`src/rtl/stim_pkg.sv`:
```
// Shared state encoding and table-entry layout helpers for the stimulus sequencer.
// An entry is packed as {rep, obs, lines}, with lines starting at bit 0.
package stim_pkg;

    typedef enum logic [1:0] {
        ST_IDLE,
        ST_RUN,
        ST_DONE
    } state_t;

    localparam int LINES_LSB  = 0;
    localparam int OBS_W      = 1;
    localparam int MAX_WORD_W = 64;

    typedef logic [MAX_WORD_W-1:0] word_t;

    // Extracts a field of the given width starting at bit lsb.
    function automatic word_t entry_field(input word_t word, input int lsb, input int width);
        word_t mask;
        mask = (width >= MAX_WORD_W) ? '1 : ((word_t'(1) << width) - word_t'(1));
        return (word >> lsb) & mask;
    endfunction

endpackage

```
`src/rtl/stim_vector_ram.sv`:
```
// Vector table storage: one synchronous write port and one combinational read port.
// The combinational read lets the sequencer fetch and register an entry in a single cycle.
module stim_vector_ram #(
    parameter int DEPTH  = 16,
    parameter int ADDR_W = $clog2(DEPTH),
    parameter int WORD_W = 7
) (
    input  logic              clock,
    input  logic              wr_en,
    input  logic [ADDR_W-1:0] wr_addr,
    input  logic [WORD_W-1:0] wr_data,
    input  logic [ADDR_W-1:0] rd_addr,
    output logic [WORD_W-1:0] rd_data
);

    logic [WORD_W-1:0] mem [DEPTH];

    // Contents are intentionally never reset.
    always_ff @(posedge clock) begin
        if (wr_en) begin
            mem[wr_addr] <= wr_data;
        end
    end

    assign rd_data = mem[rd_addr];

endmodule

```
`src/rtl/stimulus_sequencer.sv`:
```
// Replays a loaded table of input vectors onto the DUT lines and __obs flag,
// holding each entry rep+1 cycles, one-shot or looped.
module stimulus_sequencer
    import stim_pkg::*;
#(
    parameter int NUM_LINES = 2,
    parameter int DEPTH     = 16,
    parameter int ADDR_W    = $clog2(DEPTH),
    parameter int REP_W     = 4,
    parameter int WORD_W    = REP_W + 1 + NUM_LINES
) (
    input  logic                 clock,
    input  logic                 reset,
    input  logic                 load_en,
    input  logic [ADDR_W-1:0]    load_addr,
    input  logic [WORD_W-1:0]    load_data,
    output logic                 load_err,
    input  logic [ADDR_W-1:0]    last_addr,
    input  logic                 loop_mode,
    input  logic                 start,
    input  logic                 stop,
    output logic [NUM_LINES-1:0] lines,
    output logic                 obs,
    output logic                 busy,
    output logic                 done,
    output logic [ADDR_W-1:0]    pc,
    output logic [31:0]          step_cnt
);

    localparam int OBS_LSB = LINES_LSB + NUM_LINES;
    localparam int REP_LSB = OBS_LSB + OBS_W;
    localparam logic [ADDR_W-1:0] MAX_ADDR = ADDR_W'(DEPTH - 1);

    state_t                 state;
    logic [ADDR_W-1:0]      last_q;
    logic                   loop_q;
    logic [REP_W-1:0]       hold_cnt;

    logic                   wr_ok;
    logic [ADDR_W-1:0]      nxt_pc;
    logic [ADDR_W-1:0]      rd_addr;
    logic [ADDR_W-1:0]      start_last;
    logic [WORD_W-1:0]      ram_word;
    logic [WORD_W-1:0]      fetch_word;
    logic [NUM_LINES-1:0]   fetch_lines;
    logic                   fetch_obs;
    logic [REP_W-1:0]       fetch_rep;

    assign wr_ok      = load_en && (state != ST_RUN) && (32'(load_addr) < 32'(DEPTH));
    assign nxt_pc     = (pc == last_q) ? '0 : pc + 1'b1;
    assign rd_addr    = (state == ST_RUN) ? nxt_pc : '0;
    assign start_last = (32'(last_addr) > 32'(DEPTH - 1)) ? MAX_ADDR : last_addr;

    stim_vector_ram #(
        .DEPTH  (DEPTH),
        .ADDR_W (ADDR_W),
        .WORD_W (WORD_W)
    ) u_ram (
        .clock   (clock),
        .wr_en   (wr_ok),
        .wr_addr (load_addr),
        .wr_data (load_data),
        .rd_addr (rd_addr),
        .rd_data (ram_word)
    );

    // A write landing in the same cycle as start must be seen by the entry-0 fetch.
    assign fetch_word  = (wr_ok && (load_addr == rd_addr)) ? load_data : ram_word;
    assign fetch_lines = NUM_LINES'(entry_field(word_t'(fetch_word), LINES_LSB, NUM_LINES));
    assign fetch_obs   = entry_field(word_t'(fetch_word), OBS_LSB, OBS_W) != '0;
    assign fetch_rep   = REP_W'(entry_field(word_t'(fetch_word), REP_LSB, REP_W));

    // ---- sequencer state and registered outputs ----
    always_ff @(posedge clock or posedge reset) begin
        if (reset) begin
            state    <= ST_IDLE;
            last_q   <= '0;
            loop_q   <= 1'b0;
            hold_cnt <= '0;
            pc       <= '0;
            step_cnt <= '0;
            lines    <= '0;
            obs      <= 1'b0;
            busy     <= 1'b0;
            done     <= 1'b0;
            load_err <= 1'b0;
        end else begin
            load_err <= load_en && (state == ST_RUN);
            case (state)
                ST_IDLE, ST_DONE: begin
                    if (start && !stop) begin
                        state    <= ST_RUN;
                        busy     <= 1'b1;
                        done     <= 1'b0;
                        last_q   <= start_last;
                        loop_q   <= loop_mode;
                        pc       <= '0;
                        step_cnt <= '0;
                        lines    <= fetch_lines;
                        obs      <= fetch_obs;
                        hold_cnt <= fetch_rep;
                    end else if (stop) begin
                        state <= ST_IDLE;
                        done  <= 1'b0;
                    end
                end
                ST_RUN: begin
                    if (step_cnt != '1) begin
                        step_cnt <= step_cnt + 1'b1;
                    end
                    if (stop) begin
                        state    <= ST_IDLE;
                        busy     <= 1'b0;
                        pc       <= '0;
                        lines    <= '0;
                        obs      <= 1'b0;
                        hold_cnt <= '0;
                    end else if (hold_cnt != '0) begin
                        hold_cnt <= hold_cnt - 1'b1;
                    end else if ((pc == last_q) && !loop_q) begin
                        state <= ST_DONE;
                        busy  <= 1'b0;
                        done  <= 1'b1;
                        pc    <= '0;
                        lines <= '0;
                        obs   <= 1'b0;
                    end else begin
                        pc       <= nxt_pc;
                        lines    <= fetch_lines;
                        obs      <= fetch_obs;
                        hold_cnt <= fetch_rep;
                    end
                end
                default: begin
                    state <= ST_IDLE;
                    busy  <= 1'b0;
                    done  <= 1'b0;
                end
            endcase
        end
    end

endmodule

```
`config.mk`:
```
export PLATFORM = sky130hd
export DESIGN_NAME = stimulus_sequencer
export DESIGN_NICKNAME = d
export VERILOG_FILES = /design/src/rtl/stim_pkg.sv /design/src/rtl/stim_vector_ram.sv /design/src/rtl/stimulus_sequencer.sv
export SDC_FILE = /design/constraint.sdc
export NUM_CORES = 1
export LEC_CHECK = 0
export ABC_AREA = 1
export BUFFER_PORTS_ARGS = -buffer_cell sky130_fd_sc_hd__buf_2
export CAP_MARGIN = 20
export CORE_ASPECT_RATIO = 0.8
export CORE_MARGIN = 5
export CORE_UTILIZATION = 55
export CTS_BUF_LIST = sky130_fd_sc_hd__clkbuf_8
export DETAILED_ROUTE_END_ITERATION = 8
export GPL_TIMING_DRIVEN = 1
export PLACE_DENSITY = 0.84
export SLEW_MARGIN = 20
export SYNTH_ARGS = -nofsm -noshare
export SYNTH_HDL_FRONTEND = slang
export SYNTH_SLANG_ARGS = --single-unit
```
`constraint.sdc`:
```
create_clock -name clock -period 2 [get_ports clock]
set_clock_uncertainty 0.1 [all_clocks]
set_input_delay 0.3 -clock clock [delete_from_list [all_inputs] [get_ports clock]]
set_output_delay 0.3 -clock clock [all_outputs]
set_load 0.01 [all_outputs]
```
== After elaboration in Yosys (flattened, before gate mapping) ==
Memories as Yosys holds them, arrays and structs flattened.
Index checks and enable logic that the tools add are counted.

* Register bits after elaboration: 53
* RAM bits: 112
* Bits of input ports: 21
* Output and inout port bits: 42
* Logic and storage cells: 93
* Memories kept: 1

* Add/subtract/negate cells: 3
* Eq/ne operators: 15
* Multiplexer cells: 45
* Reduce and logical (&&, ||, !) cells: 18

{| class="wikitable"
|+ Memory list
! name !! depth !! width !! read ports !! clocked after Yosys merged registers in !! write ports !! RTL line !! source
|-
| u_ram.mem || 16 || 7 || 1 || 0 || 1 || stim_vector_ram.sv:16 || <nowiki>logic [WORD_W-1:0] mem [DEPTH];</nowiki>
|}

{| class="wikitable"
|+ Operators by type and width
! operator !! number
|-
| 32-bit two-way mux || 2
|-
| 32-bit case mux with 2 select lines || 1
|-
| 4-bit two-way mux || 10
|-
| 32-bit by 1-bit adder with 32-bit output, second input constant || 1
|-
| 32-bit != test, second input constant || 1
|-
| 2-bit two-way mux || 9
|-
| 4-bit case mux with 2 select lines || 2
|-
| 1-bit two-way mux || 15
|-
| 3-bit AND reduction || 5
|-
| 4-bit equality test || 2
|-
| 2-bit case mux with 2 select lines || 2
|-
| 7-bit two-way mux || 1
|-
| 2-bit by 1-bit != test with 1-bit output, second input constant || 3
|-
| 2-bit != test, second input constant || 3
|-
| 3-bit != test, second input constant || 2
|-
| 1-bit case mux with 2 select lines || 3
|-
| 1-bit logical AND || 5
|-
| 4-bit by 1-bit adder with 4-bit output, second input constant || 1
|-
| 4-bit != test, second input constant || 1
|-
| 4-bit AND reduction || 1
|-
| 4-bit nonzero test || 1
|-
| 4-bit by 1-bit subtractor with 4-bit output, second input constant || 1
|-
| 3-bit by 2-bit != test with 1-bit output, second input constant || 1
|-
| 2-bit by 1-bit equality test with 1-bit output, second input constant || 1
|-
| 6 further kinds || 7
|}

== Depth between registers and ports, before layout ==
* Word-level depth: 10
* Mapped depth: 16
* Gate-level depth less buffers: 15

== Hierarchy ==
From an unflattened synthesis, not the netlist that was laid out.

* Cells, all modules: 934
* Area, all modules: 8,305.5 µm²

{| class="wikitable"
|+ By module, submodules not included
! module !! times used !! cells an instance !! area each (µm²) !! seq. area each (µm²)
|-
| stim_vector_ram || 1 || 478 || 4,894.7 || 3,363.2
|-
| stimulus_sequencer || 1 || 456 || 3,410.8 || 1,326.3
|}

== Worst setup path before layout ==
No wires, ideal clock.

* Path kind: reg2reg
* Start: register step_cnt[0]
* End: register step_cnt[20]
* Library setup time: 0.126 ns
* Arrival: 1.838 ns
* Required time: 1.774 ns
* Setup slack: -0.064 ns
* Stages on the path, launching flop included: 15
* Path buffers: 0
* Period minus slack after synthesis: 2.064 ns
* Path through: dfrtp_1 > ha_1 > nand2_1 > nor2_2 > inv_2 > nor2_4 > nand2_2 > nor2_2 > nand2_2 > o21ai_4 > nand2_4 > clkinv_4 > nor3_1 > o21ai_1 > nor2_1

* Longest elaborated chain between the ends: 3
* Elaborated cells on any way between the ends: 6
* Those cells by class: 1 x add/sub; 2 x eq/ne; 2 x mux; 1 x reduce/logical

{| class="wikitable"
|+ Ends and longest elaborated chain
! item !! RTL line !! source
|-
| from (decl) || stimulus_sequencer.sv:27 || <nowiki>output logic [31:0] step_cnt</nowiki>
|-
| from (signal assigned) || stimulus_sequencer.sv:109 || <nowiki>step_cnt <= step_cnt + 1'b1;</nowiki>
|-
| 32-bit by 1-bit adder with 32-bit output / 32-bit != test (equally long branches) || stimulus_sequencer.sv:109, stimulus_sequencer.sv:108 ||
|-
| 32-bit two-way mux / 2-bit by 1-bit != test with 1-bit output (equally long branches) || n/a ||
|-
| 32-bit case mux with 2 select lines / 3-bit AND reduction (equally long branches) || n/a ||
|}

Parallel ways exist; a longest one is shown, timed or not. The select of a mux whose other input is x is not followed.
A chain may end at the register's enable or synchronous reset.

== Final worst setup path ==
* Start: register step_cnt[10]
* End: register step_cnt[8]

* Longest elaborated chain between the ends: 3

{| class="wikitable"
|+ Ends and longest elaborated chain
! item !! RTL line !! source
|-
| 32-bit != test || stimulus_sequencer.sv:108 || <nowiki>if (step_cnt != '1) begin</nowiki>
|-
| 2-bit by 1-bit != test with 1-bit output (no source line) || n/a ||
|-
| 3-bit AND reduction (no source line) || n/a ||
|}

No other way between the ends.

==> metrics.txt <==
CTS Buf Count 17; total number of yosys warnings 0; critical-path cell list nand2_1 > nor2_1 > nand2_2 > nor2_4 > nand2_2 > nor2_2 > nand2_2 > o21ai_4 > nand2_8 > clkinv_8 > nor2_2 > a21oi_2 > o21a_1; cell with the most instances on the worst path nand2_2; Post-synth ARST share 32.1%; Final HPWL DP 15300 um; failing checks design-rule violations, negative setup slack; root buf cell clkbuf_8; sw frac 43.3%; DRT Wirelength 27600 um; Via density 6.41; Slew Limit Headroom 60.5%; Area Growth Syn to Fin 34.1%; clock group share of total power 16.5%; Hold Crit Class in -> reg; Die Span X 144 um; hold path cells 4; Final Hold Viols 0; cell family with most CP delay simple AND/OR/NAND/NOR gates; most common cell after layout, fill and taps aside nand2_1; Worst path slowest cell dfrtp_1; Initial Util 55.8%; fin crit share 118%; maxcap violations 0; via count 7962; Worst Path Max Fanout 8; Cell Int Power 7.50 mW; Leak 4.67 nW; Pins Over Slew Limit 0; RSZ-0062 raised after global routing yes; Post-synth top flop edfxtp_1; nets 1069; pre-CTS WS -0.176 ns; Req. time, crit path 2.33 ns; final worst slack -0.356 ns; CTS tree done; Die ar. 17000 um^2; CP max stage delay 0.45 ns; I/O pins 63; Finished Core Util 74.9%; gpl congestion 0.948; die extent in y 118 um; TNS Setup -10.18 ns; syn nets 881; critical path depth in cells 13; final setup fails 44; Mapped Cells 856; WL/cell 22.2 um; Clk Latency, worst-skew pair 0.49 ns; type of the worst setup path reg -> reg; critical path capture point type register; total iterations of the first detailed-routing run 9; Cell Area, Synth 7950 um^2; fraction of layout cells with a size suffix above 1 35.3%; All-Layer GR Usage 27.8%; register bit total from synthesis 165; global route total overflow 0; Post-synth EDFFs 112; Crit path buffers/inverters 1; initial DRC count 1701; post-route minimum period 2.36 ns; P per Cell Area 1240 nW/um^2; Distinct cells, synth 36; Sink Count 165; R2R cell count 13; core area 14200 um^2; htree depth 4; Port Buffers 62; status finished, violations left; switching power 5.72 mW; Reg clk slew, reported paths 0.11 ns; Clock Tree Buf Depth 2; pin count of the biggest net entering global routing 29; Startpoint Class register; Worst IR Drop VDD 660 uV; most frequent cells in the layout nand2_1 (209), edfxtp_1 (112), buf_4 (96); worst path arrival time 2.69 ns; placement row count 39; drt drc 2; Comb power frac 51.3%; Slew @ Worst Pin 0.593 ns; Avg Cell Area, Syn 9.29 um^2; vias in the first global route 6858; Reg power frac 32.2%; fmax 424 MHz; first-pass GRT wire length 36500 um; Seq/Total Area, Yosys 59.0%; initial antenna violation count 1; ANT nets after route 0
-- worst paths after layout --
path | start | end | slack (ns)
max in group asynchronous | reset | loop_q | 1.01
worst min register to register | lines[1] | lines[1] | 0.38
worst max-delay path | step_cnt[10] | step_cnt[8] | -0.36
worst min-delay path | start | done | 0.10
worst max register to register | step_cnt[10] | step_cnt[8] | -0.36
min in group asynchronous | reset | step_cnt[28] | 0.23
-- layer usage --
metal | track usage [%] | routed length (um) | vias up
li1 | - | - | 3251
met1 | 41.1 | 9720 | 3671
met2 | 41.0 | 12100 | 809
met3 | 6.42 | 3900 | 231
met4 | 8.57 | 1920 | 0
met5 | 0 | 0 | -
-- metrics by stage --
| stage | instance area [um^2] | hold slack (ns) | power, mW | instances |
|---|---|---|---|---|
| 5_1_grt | 10700 | 0.0929 | 13.7 | 1242 |
| 2_1_floorplan | 7970 | 0.299 | 7.00 | 856 |
| 3_3_place_gp | 9100 | 0.203 | 8.54 | 1163 |
| 3_5_place_dp | 9100 | 0.206 | 8.67 | 1163 |
| 4_1_cts | 10000 | 0.0502 | 11.7 | 1232 |
| 6_report | 10700 | 0.104 | 13.2 | 1242 |
-- state kept, by name, summed over array words and instances, names as in the netlist --
signal / flops
hold_cnt: 4
step_cnt: 32
last_q: 4
state: 2
lines: 2
u_ram.mem: 112
obs: 1
loop_q: 1
pc: 4
busy: 1
done: 1
load_err: 1
-- power groups by stage --
| stage | Combinational, mW | Clock [mW] | Sequential [mW] |
|---|---|---|---|
| 2_1_floorplan | 2.66 | 0 | 4.34 |
| 3_3_place_gp | 4.28 | 0 | 4.26 |
| 3_5_place_dp | 4.41 | 0 | 4.26 |
| 4_1_cts | 5.40 | 2.15 | 4.20 |
| 5_1_grt | 7.09 | 2.31 | 4.27 |
| 6_report | 6.78 | 2.18 | 4.25 |
-- worst register-to-register path: cells and delay by family (launching register included) --
family,cells,cell delay (ns)
compound gates,3,0.52
buf+inv,1,0.12
flops,1,0.45
simple gates,9,1.16
-- Yosys cell counts, types with 7 or more instances --
cell type	instances	area (um^2)
inv_2	8	30.0
o31ai_1	12	90.1
nor3_1	15	75.1
nand2_1	244	916
xnor2_1	9	78.8
buf_2	12	60.1
nor2_1	68	255
clkbuf_1	9	33.8
dfrtp_1	53	1330
o21ai_0	23	115
a21oi_1	18	90.1
nand3_1	88	440
xor2_1	13	114
inv_1	81	304
o21ai_1	7	35.0
edfxtp_1	112	3360
o22ai_1	10	62.6
nand4_1	27	169
-- timing repair --
item	in CTS	in global routing
setup endpoints to repair	40	71
hold endpoints to repair	19	0
hold buffers	7	0
buffers inserted	26	10
pin swaps	21	34
gates cloned	4	5
resized for setup	56	126
-- kinds of logic after synthesis --
| group | synth area share [%] |
|---|---|
| AOI/OAI and AO/OA | 5.82 |
| xor gates and xnor gates | 2.42 |
| adders and majority gates | 0.629 |
| buffers and inverters | 6.34 |
| DFF | 59.0 |
| and+or+nand+nor | 25.8 |
-- cell type report --
cell class	instances	area [um^2]
Tap cell	184	230
Fill cell	812	3580
Clock buffer	17	234
Antenna cell	1	2.50
Inverter	90	355
Timing Repair Buffer	196	1640
Sequential cell	165	4690
Clock inverter	15	108
Multi-Input combinational cell	572	3390
Timing Repair inverter	2	22.5
Power figures use the tool's default switching activity.
